--- config.mk ---
export PLATFORM = sky130hd
export DESIGN_NAME = le_regiao_flat
export DESIGN_NICKNAME = d
export VERILOG_FILES = /design/src/rtl/pinta_pkg.sv /design/src/rtl/le_regiao_if.sv /design/src/rtl/le_regiao_fifo_pixel.sv /design/src/rtl/le_regiao.sv /design/src/flat_wrapper.sv
export SDC_FILE = /design/constraint.sdc
export NUM_CORES = 1
export LEC_CHECK = 0
export CAP_MARGIN = 5
export CORE_ASPECT_RATIO = 1.75
export CORE_MARGIN = 2
export CORE_UTILIZATION = 45
export CTS_CLUSTER_DIAMETER = 200
export DETAILED_ROUTE_END_ITERATION = 10
export GPL_ROUTABILITY_DRIVEN = 0
export MAX_ROUTING_LAYER = met4
export PLACE_DENSITY = 0.67
export SLEW_MARGIN = 25
export SYNTH_ARGS = -nofsm -noshare
export SYNTH_HDL_FRONTEND = slang
export SYNTH_SLANG_ARGS = --single-unit
--- constraint.sdc ---
create_clock -name clock -period 2.78 [get_ports clock]
set_clock_uncertainty 0.1 [all_clocks]
set_input_delay 0.278 -clock clock [delete_from_list [all_inputs] [get_ports clock]]
set_output_delay 0.278 -clock clock [all_outputs]
set_load 0.05 [all_outputs]
--- src/rtl/pinta_pkg.sv ---
// Shared framebuffer constants, FSM state encoding and pixel record layout.
// Latency: none, declarations only.
// Backpressure: not applicable.
package pinta_pkg;

    localparam int H_RES     = 640;
    localparam int V_RES     = 480;
    localparam int COORD_W   = 11;
    localparam int PIX_W     = 8;
    localparam int SIZE_W    = 7;
    localparam int FB_ADDR_W = 19;

    typedef enum logic [1:0] {IDLE, SCAN, DRAIN} state_t;

    // Coordinates and end-of-square marker travelling alongside a read
    typedef struct packed {
        logic               last;
        logic [COORD_W-1:0] y;
        logic [COORD_W-1:0] x;
    } tag_t;

    // One stream beat: {last, y, x, data}
    typedef struct packed {
        tag_t             tag;
        logic [PIX_W-1:0] data;
    } pix_t;

    // Linear framebuffer address, rows of H_RES pixels; shared with the painter
    function automatic logic [FB_ADDR_W-1:0] fb_addr(input logic [COORD_W-1:0] y,
                                                     input logic [COORD_W-1:0] x);
        return FB_ADDR_W'(y) * FB_ADDR_W'(H_RES) + FB_ADDR_W'(x);
    endfunction

endpackage

--- src/rtl/le_regiao_if.sv ---
// Bundles the request, RAM read port and pixel stream of the region reader.
// Latency: none, wiring only.
// Backpressure: pix_ready from the consumer, carried as a plain signal.
interface le_regiao_if #(parameter int ADDR_W = 19) ();
    import pinta_pkg::*;

    logic                start;
    logic [COORD_W-1:0]  x_origin;
    logic [COORD_W-1:0]  y_origin;
    logic [SIZE_W-1:0]   size;
    logic                busy;
    logic                done;
    logic                mem_rd;
    logic [ADDR_W-1:0]   mem_addr;
    logic [PIX_W-1:0]    mem_data;
    logic                pix_valid;
    logic                pix_ready;
    logic [PIX_W-1:0]    pix_data;
    logic [COORD_W-1:0]  pix_x;
    logic [COORD_W-1:0]  pix_y;
    logic                pix_last;

    // The region reader itself
    modport master (
        input  start, x_origin, y_origin, size, mem_data, pix_ready,
        output busy, done, mem_rd, mem_addr, pix_valid, pix_data, pix_x, pix_y, pix_last
    );

    // Requester, RAM and stream consumer
    modport slave (
        output start, x_origin, y_origin, size, mem_data, pix_ready,
        input  busy, done, mem_rd, mem_addr, pix_valid, pix_data, pix_x, pix_y, pix_last
    );

endinterface

--- src/rtl/le_regiao_fifo_pixel.sv ---
// Synchronous FIFO of pixel beats with an occupancy count for credit checks.
// Latency: a write is visible at the head the cycle after it is taken.
// Backpressure: none internally; the writer must respect count against DEPTH.
module fifo_pixel
    import pinta_pkg::*;
#(
    parameter int DEPTH = 4,
    localparam int CW   = $clog2(DEPTH + 1),
    localparam int PW   = (DEPTH > 1) ? $clog2(DEPTH) : 1
) (
    input  logic          clock,
    input  logic          reset,
    input  logic          wr_en,
    input  pix_t          wr_dat,
    input  logic          rd_en,
    output pix_t          rd_dat,
    output logic          empty,
    output logic [CW-1:0] count
);

    pix_t          mem [DEPTH];
    logic [PW-1:0] wr_ptr;
    logic [PW-1:0] rd_ptr;
    logic [CW-1:0] cnt;

    function automatic logic [PW-1:0] ptr_next(input logic [PW-1:0] p);
        return (p == PW'(DEPTH - 1)) ? '0 : p + 1'b1;
    endfunction

    // Storage array, written on every accepted beat
    always_ff @(posedge clock) begin
        if (wr_en) begin
            mem[wr_ptr] <= wr_dat;
        end
    end

    // Pointers and occupancy; reset empties the queue
    always_ff @(posedge clock) begin
        if (!reset) begin
            wr_ptr <= '0;
            rd_ptr <= '0;
            cnt    <= '0;
        end else begin
            if (wr_en) wr_ptr <= ptr_next(wr_ptr);
            if (rd_en) rd_ptr <= ptr_next(rd_ptr);
            case ({wr_en, rd_en})
                2'b10:   cnt <= cnt + 1'b1;
                2'b01:   cnt <= cnt - 1'b1;
                default: cnt <= cnt;
            endcase
        end
    end

    assign rd_dat = mem[rd_ptr];
    assign empty  = (cnt == '0);
    assign count  = cnt;

endmodule

--- src/rtl/le_regiao.sv ---
// Walks a (size+1)^2 square of the framebuffer, reads in-bounds pixels, streams them raster-ordered.
// Latency: first read the cycle after start, first pixel RD_LAT+2 cycles after start.
// Backpressure: reads issue only while in-flight reads plus queued pixels < RD_LAT+2.
module le_regiao
    import pinta_pkg::*;
#(
    parameter int RD_LAT = 2,
    parameter int ADDR_W = 19
) (
    input  logic       clock,
    input  logic       reset,
    le_regiao_if.master bus
);

    localparam int          DEPTH = RD_LAT + 2;
    localparam int          CW    = $clog2(DEPTH + 1);
    localparam logic [11:0] X_MAX = 12'(H_RES - 1);
    localparam logic [11:0] Y_MAX = 12'(V_RES - 1);

    state_t              state_q, state_d;
    logic                done_q, done_d;
    logic                accept, step, mem_rd;
    logic [11:0]         x0, x_lim, y_lim, x_end, y_end, cur_x, cur_y;
    logic [11:0]         x_span, y_span;
    logic                clipped, at_x_lim, at_y_lim, credit_ok;
    tag_t                tag_pipe [RD_LAT];
    logic [RD_LAT-1:0]   tag_vld;
    logic [CW-1:0]       out_cnt, fifo_cnt;
    logic                fifo_empty, fifo_wr, pop;
    pix_t                wr_dat, head;

    // 12-bit sums so origin+size never wraps
    assign x_span    = {1'b0, bus.x_origin} + 12'(bus.size);
    assign y_span    = {1'b0, bus.y_origin} + 12'(bus.size);
    assign clipped   = (cur_x >= 12'(H_RES)) || (cur_y >= 12'(V_RES));
    assign at_x_lim  = (cur_x == x_lim);
    assign at_y_lim  = (cur_y == y_lim);
    assign credit_ok = ({1'b0, out_cnt} + {1'b0, fifo_cnt}) < (CW + 1)'(DEPTH);

    // State and completion pulse registers
    always_ff @(posedge clock) begin
        if (!reset) begin
            state_q <= IDLE;
            done_q  <= 1'b0;
        end else begin
            state_q <= state_d;
            done_q  <= done_d;
        end
    end

    // Next state, read strobe and walk step
    always_comb begin
        state_d = state_q;
        done_d  = 1'b0;
        accept  = 1'b0;
        step    = 1'b0;
        mem_rd  = 1'b0;
        case (state_q)
            IDLE: begin
                if (bus.start) begin
                    accept  = 1'b1;
                    state_d = SCAN;
                end
            end
            SCAN: begin
                if (clipped) begin
                    step = 1'b1;
                end else if (credit_ok) begin
                    mem_rd = 1'b1;
                    step   = 1'b1;
                end
                if (step && at_x_lim && at_y_lim) begin
                    state_d = DRAIN;
                end
            end
            DRAIN: begin
                if (out_cnt == '0 && fifo_empty) begin
                    state_d = IDLE;
                    done_d  = 1'b1;
                end
            end
            default: state_d = IDLE;
        endcase
    end

    // Request capture and raster walk: x first, wrap to origin then y
    always_ff @(posedge clock) begin
        if (!reset) begin
            x0    <= '0;
            x_lim <= '0;
            y_lim <= '0;
            x_end <= '0;
            y_end <= '0;
            cur_x <= '0;
            cur_y <= '0;
        end else if (accept) begin
            x0    <= {1'b0, bus.x_origin};
            x_lim <= x_span;
            y_lim <= y_span;
            x_end <= (x_span > X_MAX) ? X_MAX : x_span;
            y_end <= (y_span > Y_MAX) ? Y_MAX : y_span;
            cur_x <= {1'b0, bus.x_origin};
            cur_y <= {1'b0, bus.y_origin};
        end else if (step) begin
            if (at_x_lim) begin
                cur_x <= x0;
                cur_y <= cur_y + 1'b1;
            end else begin
                cur_x <= cur_x + 1'b1;
            end
        end
    end

    // Tag valid bits; clearing them discards any RAM data still in flight
    always_ff @(posedge clock) begin
        if (!reset) begin
            tag_vld <= '0;
        end else begin
            tag_vld[0] <= mem_rd;
            for (int i = 1; i < RD_LAT; i++) begin
                tag_vld[i] <= tag_vld[i-1];
            end
        end
    end

    // Tag payload rides beside the read; only meaningful where tag_vld is set
    always_ff @(posedge clock) begin
        tag_pipe[0] <= '{last: (cur_x == x_end) && (cur_y == y_end),
                         y:    cur_y[COORD_W-1:0],
                         x:    cur_x[COORD_W-1:0]};
        for (int i = 1; i < RD_LAT; i++) begin
            tag_pipe[i] <= tag_pipe[i-1];
        end
    end

    // Reads in flight between strobe and FIFO write
    always_ff @(posedge clock) begin
        if (!reset) begin
            out_cnt <= '0;
        end else begin
            case ({mem_rd, fifo_wr})
                2'b10:   out_cnt <= out_cnt + 1'b1;
                2'b01:   out_cnt <= out_cnt - 1'b1;
                default: out_cnt <= out_cnt;
            endcase
        end
    end

    assign fifo_wr = tag_vld[RD_LAT-1];
    assign wr_dat  = '{tag: tag_pipe[RD_LAT-1], data: bus.mem_data};
    assign pop     = !fifo_empty && bus.pix_ready;

    fifo_pixel #(.DEPTH(DEPTH)) u_fifo (
        .clock  (clock),
        .reset  (reset),
        .wr_en  (fifo_wr),
        .wr_dat (wr_dat),
        .rd_en  (pop),
        .rd_dat (head),
        .empty  (fifo_empty),
        .count  (fifo_cnt)
    );

    assign bus.busy      = (state_q != IDLE);
    assign bus.done      = done_q;
    assign bus.mem_rd    = mem_rd;
    assign bus.mem_addr  = mem_rd ? ADDR_W'(fb_addr(cur_y[COORD_W-1:0], cur_x[COORD_W-1:0])) : '0;
    assign bus.pix_valid = !fifo_empty;
    assign bus.pix_data  = fifo_empty ? '0 : head.data;
    assign bus.pix_x     = fifo_empty ? '0 : head.tag.x;
    assign bus.pix_y     = fifo_empty ? '0 : head.tag.y;
    assign bus.pix_last  = fifo_empty ? 1'b0 : head.tag.last;

endmodule

--- src/flat_wrapper.sv ---
// flat-port wrapper written by rule: the top's interface ports become plain ports
module le_regiao_flat import pinta_pkg::*;
#(
    parameter int RD_LAT = 2,
    parameter int ADDR_W = 19
)
  (clock, reset, bus_start, bus_x_origin, bus_y_origin, bus_size, bus_mem_data, bus_pix_ready, bus_busy, bus_done, bus_mem_rd, bus_mem_addr, bus_pix_valid, bus_pix_data, bus_pix_x, bus_pix_y, bus_pix_last);
  le_regiao_if #(.ADDR_W(ADDR_W)) bus_i ();
  input  logic clock;
  input  logic reset;
  input wire logic [$bits(bus_i.start)-1:0] bus_start;
  input wire logic [$bits(bus_i.x_origin)-1:0] bus_x_origin;
  input wire logic [$bits(bus_i.y_origin)-1:0] bus_y_origin;
  input wire logic [$bits(bus_i.size)-1:0] bus_size;
  input wire logic [$bits(bus_i.mem_data)-1:0] bus_mem_data;
  input wire logic [$bits(bus_i.pix_ready)-1:0] bus_pix_ready;
  output wire logic [$bits(bus_i.busy)-1:0] bus_busy;
  output wire logic [$bits(bus_i.done)-1:0] bus_done;
  output wire logic [$bits(bus_i.mem_rd)-1:0] bus_mem_rd;
  output wire logic [$bits(bus_i.mem_addr)-1:0] bus_mem_addr;
  output wire logic [$bits(bus_i.pix_valid)-1:0] bus_pix_valid;
  output wire logic [$bits(bus_i.pix_data)-1:0] bus_pix_data;
  output wire logic [$bits(bus_i.pix_x)-1:0] bus_pix_x;
  output wire logic [$bits(bus_i.pix_y)-1:0] bus_pix_y;
  output wire logic [$bits(bus_i.pix_last)-1:0] bus_pix_last;
  assign bus_i.start = bus_start;
  assign bus_i.x_origin = bus_x_origin;
  assign bus_i.y_origin = bus_y_origin;
  assign bus_i.size = bus_size;
  assign bus_i.mem_data = bus_mem_data;
  assign bus_i.pix_ready = bus_pix_ready;
  assign bus_busy = bus_i.busy;
  assign bus_done = bus_i.done;
  assign bus_mem_rd = bus_i.mem_rd;
  assign bus_mem_addr = bus_i.mem_addr;
  assign bus_pix_valid = bus_i.pix_valid;
  assign bus_pix_data = bus_i.pix_data;
  assign bus_pix_x = bus_i.pix_x;
  assign bus_pix_y = bus_i.pix_y;
  assign bus_pix_last = bus_i.pix_last;
  le_regiao #(.RD_LAT(RD_LAT), .ADDR_W(ADDR_W)) u_core (.clock(clock), .reset(reset), .bus(bus_i));
endmodule
==> summary.txt, run 1 <==
Place
  – DP HPWL: around 20,000 µm
  – Placed Cells: about 1,500
  – Placement Setup Slack: -0.307 ns
  – PortBufs: 94
  – Placed Instance Area: between 0.01 and 0.015 mm²

Run
  – Max-cap violations: 0

STA
  – RSZ-0062 raised after global routing: true
  – Final Max Tran Viols: 0
  – F_max: between 0.2 and 0.3 GHz
  – Final Hold Fails: 0
  – Min Tclk post-route: between 3 and 4 ns
  – Slew headroom: between 60 and 70%
  – Final setup viols: 7
  – Fin crit share: 123%
  – Slew @ Worst Pin: approximately 0.5 ns
  – Final setup margin: -0.629 ns
  – Worst hold margin: between 0.2 and 0.25 ns

Power
  – Pwr/cell area: ~630 mW/mm²
  – Share of power burned in registers: 44.5%
  – Clock Power Share: between 30% and 40%
  – Leakage power total: between 6 and 7 nW
  – Internal portion of total power: between 7 and 8 mW
  – Highest ir drop seen on vdd: 0.477 mV
  – Combinational share of power: between 20% and 30%
  – Switching part of the total: between 20 and 30%
  – Switching pwr: about 2.9 mW

Synthesis
  – Ys flop type: dfxtp_1
  – Async S/R FF share, synth: 0%
  – Mapped Avg Cell Area: roughly 11 µm²
  – Post-synth top area cell: edfxtp_1
  – Sequential area share after synthesis: between 50% and 60%
  – Top cell type's share of synthesized area: around 30%
  – Synth unique cells: 65
  – Top-count cell post-synth: dfxtp_1
  – Synth area leaders: edfxtp_1 30%, dfxtp_1 24%, mux4_2 5.7%, ha_1 4.9%, xor2_1 3.7%
  – Syn_nets: between 1,000 and 1,500
  – Synth Warn #: 0
  – Area of the mapped netlist: 0.0122 mm²
  – Commonest cells post-synth: 146 x dfxtp_1, 124 x edfxtp_1, 73 x nand2_1, 73 x nor2_1, 65 x a21oi_1
  – Yosys reg bits: 270
  – Cell count after synthesis: ~1,100
  – Post-synth EDFFs: 124

Critical path
  – WP data arrival: between 3 and 4 ns
  – Critical Path Sink Type: primary output
  – CP Launch Type: register
  – Critical path's slowest cell: fa_2
  – Largest stage delay, worst path: 0.38 ns
  – Delay-heaviest family, CP: adder cells
  – CP Buf/Inv Count: 1
  – CP most frequent cell: ha_4
  – Critical path class: reg -> out
  – Worst-path cell chain: ha_4, ha_4, fa_2, a21o_1, a221oi_2, xnor2_1, nand3_1, o31a_1, nor3_4, buf_12
  – Peak fanout along the critical path: 3
  – Worst path required time: roughly 2.4 ns

Final layout
  – Area of the multi-input gates: 0.00558 mm²
  – Area grow syn2layout: 30.8%
  – Post-route cell area: ~0.016 mm²
  – Final Util: about three fifths
  – FILL cells: between 2,000 and 2,500
  – Layout Nets: 1,342
  – Layout cells sized above 1: about a quarter
  – Non-filler cells, final: roughly 1,600
  – Diodes inserted: 0
  – Register Area: 0.00667 mm²

Drt
  – Drt initial violations: about 530
  – DRT antenna net count: 0
  – Via count: between 8,000 and 9,000
  – WL/cell: around 18 µm
  – Routed Wire Length: around 29,000 µm
  – DRT Pass-1 Iters: 5
  – DRC Markers: 0
  – Via/cell ratio: about 5.5

CTS
  – Cts bufs inserted: 23
  – CTS clk-pin slew, worst paths: approximately 0.07 ns
  – CTS tree: done
  – Hold-fix buffers, CTS: 0
  – Root buffer cell: clkbuf_16
  – CTS sink count: between 200 and 300
  – Clock Path Buffers: 3
  – H-tree Lvls: 1
  – Skew-Pair Late Insertion Delay: 0.51 ns

Status
  – Failing checks: setup timing
  – Status: finished with violations

Floorplan
  – Die H: 222 µm
  – Die X: about 130 µm
  – Top Ports: 95
  – Full die area: around 0.029 mm²
  – Core ar.: between 0.02 and 0.03 mm²
  – Row cnt: about 80
  – Starting Density: between 40% and 50%

Min path
  – Hold/Removal Path Class: reg -> reg

Global route
  – First-pass GRT wire length: between 40,000 and 50,000 µm
  – Total congestion overflow: 0
  – Vias in the first global route: roughly 8,600
  – Pin count of the biggest net entering global routing: 37
  – GRT Total Usage: 20.4%
  – Initial antenna violation count: 0
==> flip-flops by register name, indices dropped and copies added, names as in the netlist, 3 cells and up, named ones only <==
name                 count
u_core.u_fifo.mem      124
u_core.tag_pipe         46
u_core.cur_x            12
u_core.cur_y            12
u_core.x_end            12
u_core.x_lim            12
u_core.y_end            12
u_core.y_lim            12
u_core.x0               11
u_core.out_cnt           3
u_core.u_fifo.count      3
==> through the flow <==
stage	setup TNS (ns)	total power [mW]
finish	-2.99	9.99
global placement	-3.20	6.88
detailed placement	-4.25	6.91
floorplan	-0.715	5.87
CTS	-3.22	10.0
global route	-4.14	10.4
==> cells by family after synthesis <==
group | Yosys count | share of synthesized area (%)
AND/OR/NAND/NOR | 316 | 13.2
AO/OA/AOI/OAI | 197 | 10.3
XOR/XNOR | 95 | 6.81
adder cells (fa/ha/maj) | 54 | 5.90
multiplexers | 39 | 6.41
flip-flops | 270 | 54.4
buffers and inverters | 95 | 3.02
==> worst paths after layout <==
check	start	endpoint	slack (ns)	cells past startpoint
setup reg to reg	u_core.cur_y[8]$_SDFFE_PN0P_	u_core.out_cnt[2]$_SDFFE_PN0P_	0.22	10
hold / removal	u_core.tag_pipe[0][16]$_DFF_P_	u_core.tag_pipe[0][39]$_DFF_P_	0.23	0
hold reg to reg	u_core.tag_pipe[0][16]$_DFF_P_	u_core.tag_pipe[0][39]$_DFF_P_	0.23	0
setup / recovery	u_core.cur_y[3]$_SDFFE_PN0P_	bus_mem_addr[18]	-0.63	10
==> layer usage <==
metal,vias up,wire length (µm),track usage [%]
li1,4231,-,-
met1,4197,10900,22.6
met2,216,15800,38.0
met3,56,925,1.54
met4,0,940,7.12
met5,-,0,-
==> layout by cell type (no fill, tap or decap), types with 5 or more instances in the layout <==
master           netlist  final
a211oi_1              12      9
a21o_1                 9      9
a21oi_1               65     61
a31oi_1               17     17
a41oi_1                6      6
and2_1                46     38
and2_4                 0      5
and3_1                15     14
buf_12                 0     55
buf_4                  1    117
buf_6                  0      6
clkbuf_16              0     24
clkdlybuf4s50_1        0     43
dfxtp_1              146    136
dfxtp_2                0      7
edfxtp_1             124    124
ha_1                  48     39
ha_4                   0      7
inv_1                 28     26
mux4_2                31     31
nand2_1               73     71
nand3_1               28     26
nand4_1               18     18
nor2_1                73     62
nor2_4                 0      7
nor3_1                18     14
nor4_1                11     11
o211ai_1               7      7
o21a_1                 9      9
o21ai_0               37     37
or3_1                  6      5
xnor2_1               44     41
xor2_1                51     49
==> worst register-to-register path: stages, from the launching register on <==
cell,delay (ns)
dfxtp_1,0.33
buf_4,0.19
nand4_1,0.17
nand4_1,0.21
or3_4,0.25
ha_1,0.21
inv_1,0.07
fa_1,0.37
xor2_1,0.16
or3_1,0.30
a21oi_1,0.15
==> timing repair <==
action                                  4_1_cts  5_1_grt
resized for setup                            47       31
pin swaps                                    25       15
endpoints found under the setup margin       20       19
buffers inserted                              5        8
cloned                                        0        1
==> final cells by class <==
class                   count  area share (%)
clock buffers              26            3.67
clock inverters            15           0.752
inverters                  29           0.697
multi-input cells         701            34.9
flip-flops and latches    270            41.7
well taps                 324            2.54
repair buffers            222            15.7
==> power by group through the flow <==
stage               Sequential (mW)  Combinational (mW)  Clock (mW)
floorplan                      4.50                1.37           0
global placement               4.52                2.36           0
detailed placement             4.53                2.38           0
CTS                            4.44                2.45        3.10
global route                   4.46                2.68        3.25
finish                         4.44                2.50        3.04
(Power assumes the default switching activity.)
==> run 2, diff against run 1 <==
--- a/config.mk
+++ b/config.mk
@@ -7,13 +7,13 @@
 export LEC_CHECK = 0
 export CAP_MARGIN = 5
 export CORE_ASPECT_RATIO = 1.75
-export CORE_MARGIN = 2
+export CORE_MARGIN = 3
 export CORE_UTILIZATION = 45
 export CTS_CLUSTER_DIAMETER = 200
 export DETAILED_ROUTE_END_ITERATION = 10
 export GPL_ROUTABILITY_DRIVEN = 0
 export MAX_ROUTING_LAYER = met4
-export PLACE_DENSITY = 0.67
+export PLACE_DENSITY = 0.66
 export SLEW_MARGIN = 25
 export SYNTH_ARGS = -nofsm -noshare
 export SYNTH_HDL_FRONTEND = slang
==> run 2 against run 1 <==
Effect of this change:
- the run still ends with setup timing left
- global-route usage is 0.11 points lower
- critical endpoint unchanged
- highest routed layer unchanged
- maximum frequency is 1.5% lower
- cell area is 0.70% lower
==> summary.txt, run 2 (same netlist as run 1, synthesis figures left out) <==
Status
  – Status: finished with violations (unchanged)
  – Failing checks: setup timing (unchanged)

Critical path
  – Critical path class: reg -> out (unchanged)
  – Largest stage delay, worst path: 0.38 ns (about the same)
  – Worst path required time: 2.40 ns (about the same)
  – Peak fanout along the critical path: 4 (was 3)
  – WP data arrival: 3.08 ns (was 3.03 ns)
  – CP Launch Type: register (unchanged)
  – Critical path's slowest cell: fa_2 (unchanged)
  – CP most frequent cell: ha_4 (unchanged)
  – Critical Path Sink Type: primary output (unchanged)
  – Reg2reg setup slack: 0.28 ns (was 0.22 ns)
  – Worst-path cell chain: ha_4, ha_4, fa_2, xor2_2, o311ai_2, nor4b_2, nand3_1, o31a_1, nor3_4, buf_12 (was ha_4, ha_4, fa_2, a21o_1, a221oi_2, xnor2_1, nand3_1, o31a_1, nor3_4, buf_12)

Global route
  – Met2 Use GR: 36.0% (was 38.0%)
  – Initial antenna violation count: 0 (unchanged)
  – Most Crowded Layer GR: met2 (unchanged)
  – Pin count of the biggest net entering global routing: 61 (was 37)
  – Vias in the first global route: 8,853 (was 8,563)
  – Grt met1 use: 22.7% (was 22.6%)
  – GRT Total Usage: 20.3% (was 20.4%)
  – Met3 Resource Use GR: 1.96% (was 1.54%)
  – First-pass GRT wire length: 45,800 µm (was 44,800 µm)
  – Total congestion overflow: 0 (unchanged)

Power
  – Internal portion of total power: 7.23 mW (was 7.11 mW)
  – Switching pwr: 2.85 mW (was 2.87 mW)
  – Switching part of the total: 28.2% (was 28.8%)
  – Share of power burned in registers: 44.1% (was 44.5%)
  – Pwr/cell area: 635 mW/mm² (was 625 mW/mm²)
  – Combinational share of power: 24.3% (was 25.0%)
  – Clock Power Share: 31.6% (was 30.5%)
  – Leakage power total: 6.01 nW (was 6.04 nW)
  – Highest ir drop seen on vdd: 0.506 mV (was 0.477 mV)

CTS
  – CTS tree: done (unchanged)
  – CTS sink count: 270 (unchanged)
  – Root buffer cell: clkbuf_16 (unchanged)
  – H-tree Lvls: 1 (unchanged)
  – Clock Path Buffers: 3 (unchanged)
  – CTS clk-pin slew, worst paths: 0.07 ns (about the same)
  – Hold-fix buffers, CTS: 0 (unchanged)
  – Skew-Pair Late Insertion Delay: 0.50 ns (was 0.51 ns)
  – Cts bufs inserted: 23 (unchanged)

STA
  – Final setup viols: 8 (was 7)
  – F_max: 0.289 GHz (was 0.293 GHz)
  – Final Hold Fails: 0 (unchanged)
  – Slew @ Worst Pin: 0.698 ns (was 0.512 ns)
  – Final Max Tran Viols: 0 (unchanged)
  – Post-route setup TNS: -3.16 ns (was -2.99 ns)
  – Final setup margin: -0.679 ns (was -0.629 ns)
  – Min Tclk post-route: 3.46 ns (was 3.41 ns)
  – Fin crit share: 124% (was 123%)
  – Worst hold margin: 0.227 ns (was 0.228 ns)
  – Slew headroom: 53.5% (was 65.9%)
  – RSZ-0062 raised after global routing: true (unchanged)

Drt
  – Drt initial violations: 524 (was 527)
  – DRT Pass-1 Iters: 4 (was 5)
  – DRC Markers: 0 (unchanged)
  – DRT antenna net count: 0 (unchanged)
  – Via/cell ratio: 5.42 (was 5.48)
  – Routed Wire Length: 28,500 µm (was 28,600 µm)
  – WL/cell: 18.1 µm (was 18.0 µm)
  – Via count: 8,555 (was 8,700)

Final layout
  – Most flops, register: u_core.u_fifo.mem (unchanged)
  – Area grow syn2layout: 29.8% (was 30.8%)
  – Layout cells sized above 1: 25.1% (was 26.4%)
  – FILL cells: 2,139 (was 2,174)
  – Max reg flops: 124 (unchanged)
  – Diodes inserted: 0 (unchanged)
  – Most frequent cells in the layout: 138 x dfxtp_1, 124 x edfxtp_1, 110 x buf_4, 71 x nand2_1, 63 x nor2_1 (was 136 x dfxtp_1, 124 x edfxtp_1, 117 x buf_4, 71 x nand2_1, 62 x nor2_1)
  – Layout Nets: 1,332 (was 1,342)
  – Most common library cell in the layout ignoring fill and taps: dfxtp_1 (unchanged)
  – Final Util: 59.4% (was 59.9%)
  – Non-filler cells, final: 1,577 (was 1,587)
  – Biggest registers after layout: u_core.u_fifo.mem x124, u_core.tag_pipe x46 (unchanged)

Floorplan
  – Core ar.: 0.0267 mm² (unchanged)
  – Die X: 131 µm (was 129 µm)
  – Top Ports: 95 (unchanged)
  – Row cnt: 79 (unchanged)
  – Starting Density: 45.8% (unchanged)
  – Die H: 224 µm (was 222 µm)
  – Full die area: 0.0292 mm² (was 0.0285 mm²)

Place
  – Placed Cells: 1,530 (was 1,532)
  – PortBufs: 94 (unchanged)
  – DP HPWL: 20,800 µm (was 20,500 µm)
  – Placement Setup Slack: -0.309 ns (was -0.307 ns)

Run
  – Max-cap violations: 0 (unchanged)

Min path
  – Hold/Removal Path Class: reg -> reg (unchanged)
[run 2: power groups by stage]
stage	Combinational, mW	Clock, mW	Sequential [mW]
6_report	2.45	3.18	4.44
5_1_grt	2.63	3.41	4.46
2_1_floorplan	1.37	0	4.50
3_5_place_dp	2.38	0	4.53
4_1_cts	2.44	3.25	4.44
3_3_place_gp	2.35	0	4.52
[run 2: cell type report]
type	instances	area [µm²]	area share (%)
repair buffers	212	2390	15.1
clock buffers	25	604	3.81
multi-input cells	701	5540	34.9
well taps	324	405	2.56
inverters	29	111	0.702
flip-flops and latches	270	6660	42.0
clock inverters	16	148	0.931
[run 2: path summary, 6_finish.rpt]
kind,from,to,depth (start not counted)
hold / removal,u_core.tag_pipe[0][16]$_DFF_P_,u_core.tag_pipe[0][39]$_DFF_P_,0
setup / recovery,u_core.cur_y[3]$_SDFFE_PN0P_,bus_mem_addr[18],10
setup reg to reg,u_core.cur_y[7]$_SDFFE_PN0P_,u_core.out_cnt[2]$_SDFFE_PN0P_,11
hold reg to reg,u_core.tag_pipe[0][16]$_DFF_P_,u_core.tag_pipe[0][39]$_DFF_P_,0
[run 2: metrics by stage]
stage / cell area (µm²) / power (mW)
CTS: 15700 / 10.1
global route: 15900 / 10.5
detailed placement: 14800 / 6.91
floorplan: 12300 / 5.87
global placement: 14800 / 6.87
finish: 15900 / 10.1
[run 2: layer usage]
layer | routed length, µm | vias to the layer above
li1 | - | 4214
met1 | 10700 | 4074
met2 | 15400 | 191
met3 | 1020 | 76
met4 | 1380 | 0
met5 | 0 | -
[run 2: worst max-delay path, delay by kind of cell (launching register included)]
kind                     cells  cell delay, ns
AO/OA/AOI/OAI                2            0.43
XOR/XNOR                     1            0.17
adder cells (fa/ha/maj)      3            0.78
buffers and inverters        1            0.16
flip-flops                   1            0.37
AND/OR/NAND/NOR              3            0.68
[run 2: repair_timing]
action                                  in CTS  in global routing
endpoints found under the setup margin      20                 19
buffers inserted                             4                  2
endpoints found under the hold margin        0                  0
pin swaps                                   19                 15
gates resized for setup                     43                 20
==> run 3, diff against run 2 <==
--- a/config.mk
+++ b/config.mk
@@ -12,6 +12,7 @@
 export CTS_CLUSTER_DIAMETER = 200
 export DETAILED_ROUTE_END_ITERATION = 10
 export GPL_ROUTABILITY_DRIVEN = 0
+export GPL_TIMING_DRIVEN = 0
 export MAX_ROUTING_LAYER = met4
 export PLACE_DENSITY = 0.66
 export SLEW_MARGIN = 25
==> run 3 against run 2 <==
Effect of this change:
- the run still ends with setup timing left
- critical path depth rose by 1
- final cell count fell by 2.0%
- hold slack got worse by 0.10 ns
- utilization fell by 2.7 points
- first-iteration DRC count rose by 14%
==> summary.txt, run 3 (same netlist as run 1, synthesis figures left out) <==
Floorplan
  – Starting Density: 45.8% (unchanged)
  – Full die area: 0.0292 mm² (unchanged)
  – Core ar.: 0.0267 mm² (unchanged)
  – Die H: 224 µm (unchanged)
  – Row cnt: 79 (unchanged)
  – Die X: 131 µm (unchanged)
  – Top Ports: 95 (unchanged)

Min path
  – Hold/Removal Path Class: in -> reg (was reg -> reg)
  – Worst hold start: bus_x_origin[8] (was u_core.tag_pipe[0][16]$_DFF_P_)
  – WHS Path Cells: 3 (was 0)
  – Hold EP: u_core.x0[8]$_SDFFE_PN0P_ (was u_core.tag_pipe[0][39]$_DFF_P_)

Drt
  – DRT Pass-1 Iters: 5 (was 4)
  – Via count: 8,702 (was 8,555)
  – Routed Wire Length: 31,100 µm (was 28,500 µm)
  – Via/cell ratio: 5.63 (was 5.42)
  – Drt initial violations: 597 (was 524)
  – DRC Markers: 0 (unchanged)
  – WL/cell: 20.1 µm (was 18.1 µm)
  – DRT antenna net count: 0 (unchanged)

STA
  – Final setup viols: 7 (was 8)
  – Fin crit share: 129% (was 124%)
  – Slew headroom: 46.6% (was 53.5%)
  – Worst hold margin: 0.124 ns (was 0.227 ns)
  – RSZ-0062 raised after global routing: true (unchanged)
  – Final setup margin: -0.813 ns (was -0.679 ns)
  – F_max: 0.278 GHz (was 0.289 GHz)
  – Min Tclk post-route: 3.59 ns (was 3.46 ns)
  – Final Max Tran Viols: 0 (unchanged)
  – Post-route setup TNS: -3.80 ns (was -3.16 ns)
  – Final Hold Fails: 0 (unchanged)
  – Slew @ Worst Pin: 0.801 ns (was 0.698 ns)

Power
  – Combinational share of power: 21.2% (was 24.3%)
  – Tot Pwr: 9.94 mW (was 10.1 mW)
  – Pwr/cell area: 657 mW/mm² (was 635 mW/mm²)
  – Leakage power total: 5.64 nW (was 6.01 nW)
  – Internal portion of total power: 7.10 mW (was 7.23 mW)
  – Switching pwr: 2.84 mW (was 2.85 mW)
  – Switching part of the total: 28.5% (was 28.2%)
  – Clock Power Share: 34.0% (was 31.6%)
  – Share of power burned in registers: 44.8% (was 44.1%)
  – Highest ir drop seen on vdd: 0.457 mV (was 0.506 mV)

Final layout
  – Layout Nets: 1,299 (was 1,332)
  – Layout cells sized above 1: 21.4% (was 25.1%)
  – Max reg flops: 124 (unchanged)
  – Most common library cell in the layout ignoring fill and taps: dfxtp_1 (unchanged)
  – Diodes inserted: 0 (unchanged)
  – FILL cells: 2,240 (was 2,139)
  – Most flops, register: u_core.u_fifo.mem (unchanged)
  – Biggest registers after layout: u_core.u_fifo.mem x124, u_core.tag_pipe x46 (unchanged)
  – Most frequent cells in the layout: 131 x dfxtp_1, 124 x edfxtp_1, 72 x nand2_1, 66 x nor2_1, 63 x a21oi_1 (was 138 x dfxtp_1, 124 x edfxtp_1, 110 x buf_4, 71 x nand2_1, 63 x nor2_1)
  – Area grow syn2layout: 23.9% (was 29.8%)

Global route
  – Total congestion overflow: 0 (unchanged)
  – First-pass GRT wire length: 47,800 µm (was 45,800 µm)
  – Pin count of the biggest net entering global routing: 24 (was 61)
  – Vias in the first global route: 8,944 (was 8,853)
  – Initial antenna violation count: 0 (unchanged)
  – GRT Total Usage: 21.7% (was 20.3%)

Place
  – DP HPWL: 23,200 µm (was 20,800 µm)
  – PortBufs: 90 (was 94)

CTS
  – CTS tree: done (unchanged)
  – Cts bufs inserted: 24 (was 23)
  – Hold-fix buffers, CTS: 0 (unchanged)
  – Skew-Pair Late Insertion Delay: 0.51 ns (was 0.50 ns)
  – Root buffer cell: clkbuf_16 (unchanged)
  – Clock Path Buffers: 3 (unchanged)
  – CTS clk-pin slew, worst paths: 0.07 ns (about the same)
  – H-tree Lvls: 1 (unchanged)
  – CTS sink count: 270 (unchanged)

Run
  – Max-cap violations: 0 (unchanged)

Critical path
  – CP Launch Type: register (unchanged)
  – Critical path class: reg -> out (unchanged)
  – Peak fanout along the critical path: 3 (was 4)
  – Critical Path Sink Type: primary output (unchanged)
  – Worst path required time: 2.40 ns (about the same)
  – Reg2reg setup slack: 0.10 ns (was 0.28 ns)
  – R2r endpoint: u_core.out_cnt[2]$_SDFFE_PN0P_ (unchanged)
  – Worst r2r src: u_core.u_fifo.count[2]$_SDFFE_PN0P_ (was u_core.cur_y[7]$_SDFFE_PN0P_)
  – R2R cell count: 12 (was 11)
  – WP data arrival: 3.21 ns (was 3.08 ns)

Status
  – Status: finished with violations (unchanged)
  – Failing checks: setup timing (unchanged)
-- run 3: changes by cell type in the layout (fill, tap and decap cells not counted), moves of 7 or more --
cell,delta
clkbuf_2,+18
buf_4,-89
clkdlybuf4s15_2,+19
buf_12,-48
dfxtp_1,-7
buf_8,+8
buf_6,+12
clkbuf_1,+38
-- run 3: worst max-delay path by stage --
stage | startpoint | to | slack [ns]
after floorplan | u_core.cur_y[1]$_SDFFE_PN0P_ | bus_mem_addr[18] | -0.35
after global placement | u_core.cur_y[0]$_SDFFE_PN0P_ | bus_mem_addr[18] | -1.11
after detailed placement | u_core.cur_y[0]$_SDFFE_PN0P_ | bus_mem_addr[18] | -1.13
after CTS | u_core.cur_y[1]$_SDFFE_PN0P_ | bus_mem_addr[18] | -0.77
after global routing | u_core.cur_y[1]$_SDFFE_PN0P_ | bus_mem_addr[18] | -0.92
final | u_core.cur_y[1]$_SDFFE_PN0P_ | bus_mem_addr[18] | -0.81
-- run 3: routing by layer --
layer  wire length (µm)  global-route usage, %  up-vias
li1                   -                      -     4149
met4               1940                   12.4        0
met2              16900                   39.2      263
met5                  0                      -        -
met3               1230                   2.48      112
met1              11000                   22.2     4178
-- run 3: what timing repair did --
action	in CTS	in global routing
pin swaps	22	18
buffers inserted	16	3
gates resized for setup	290	80
endpoints found under the setup margin	63	78
-- run 3: per-stage QoR --
| stage | area (µm²) | utilization, % | setup slack (ns) | instances |
|---|---|---|---|---|
| after detailed placement | 13700 | 51.4 | -1.13 | 1484 |
| after global routing | 15100 | 56.7 | -0.918 | 1546 |
| after global placement | 13600 | 51.0 | -1.11 | 1480 |
| final | 15100 | 56.7 | -0.813 | 1546 |
| after floorplan | 12300 | - | -0.347 | 1066 |
| after CTS | 14900 | 56.0 | -0.770 | 1544 |
-- run 3: cell type report --
| cell class | instances | area [µm²] | area share (%) |
|---|---|---|---|
| Buffer | 65 | 358 | 2.36 |
| Clock buffer | 33 | 707 | 4.67 |
| Clock inverter | 11 | 113 | 0.744 |
| Inverter | 29 | 113 | 0.744 |
| Multi-Input combinational cell | 701 | 5580 | 36.9 |
| Sequential cell | 270 | 6680 | 44.1 |
| Tap cell | 324 | 405 | 2.68 |
| Timing Repair Buffer | 113 | 1180 | 7.79 |
-- run 3: worst max-delay path: stages, from the launching register on --
cell and delay, ns:
dfxtp_4 0.36, ha_4 0.25, ha_4 0.16, fa_2 0.46, xor2_4 0.21, o311ai_4 0.13
nor4b_2 0.29, buf_4 0.17, nand3_4 0.08, o31a_1 0.29, nor3_4 0.13, buf_6 0.18
-- run 3: power groups by stage --
stage | clock network [mW] | registers, mW | logic, mW
floorplan | 0 | 4.50 | 1.37
global placement | 0 | 4.53 | 1.96
detailed placement | 0 | 4.54 | 1.98
CTS | 3.44 | 4.45 | 2.06
global route | 3.60 | 4.48 | 2.27
finish | 3.38 | 4.46 | 2.11
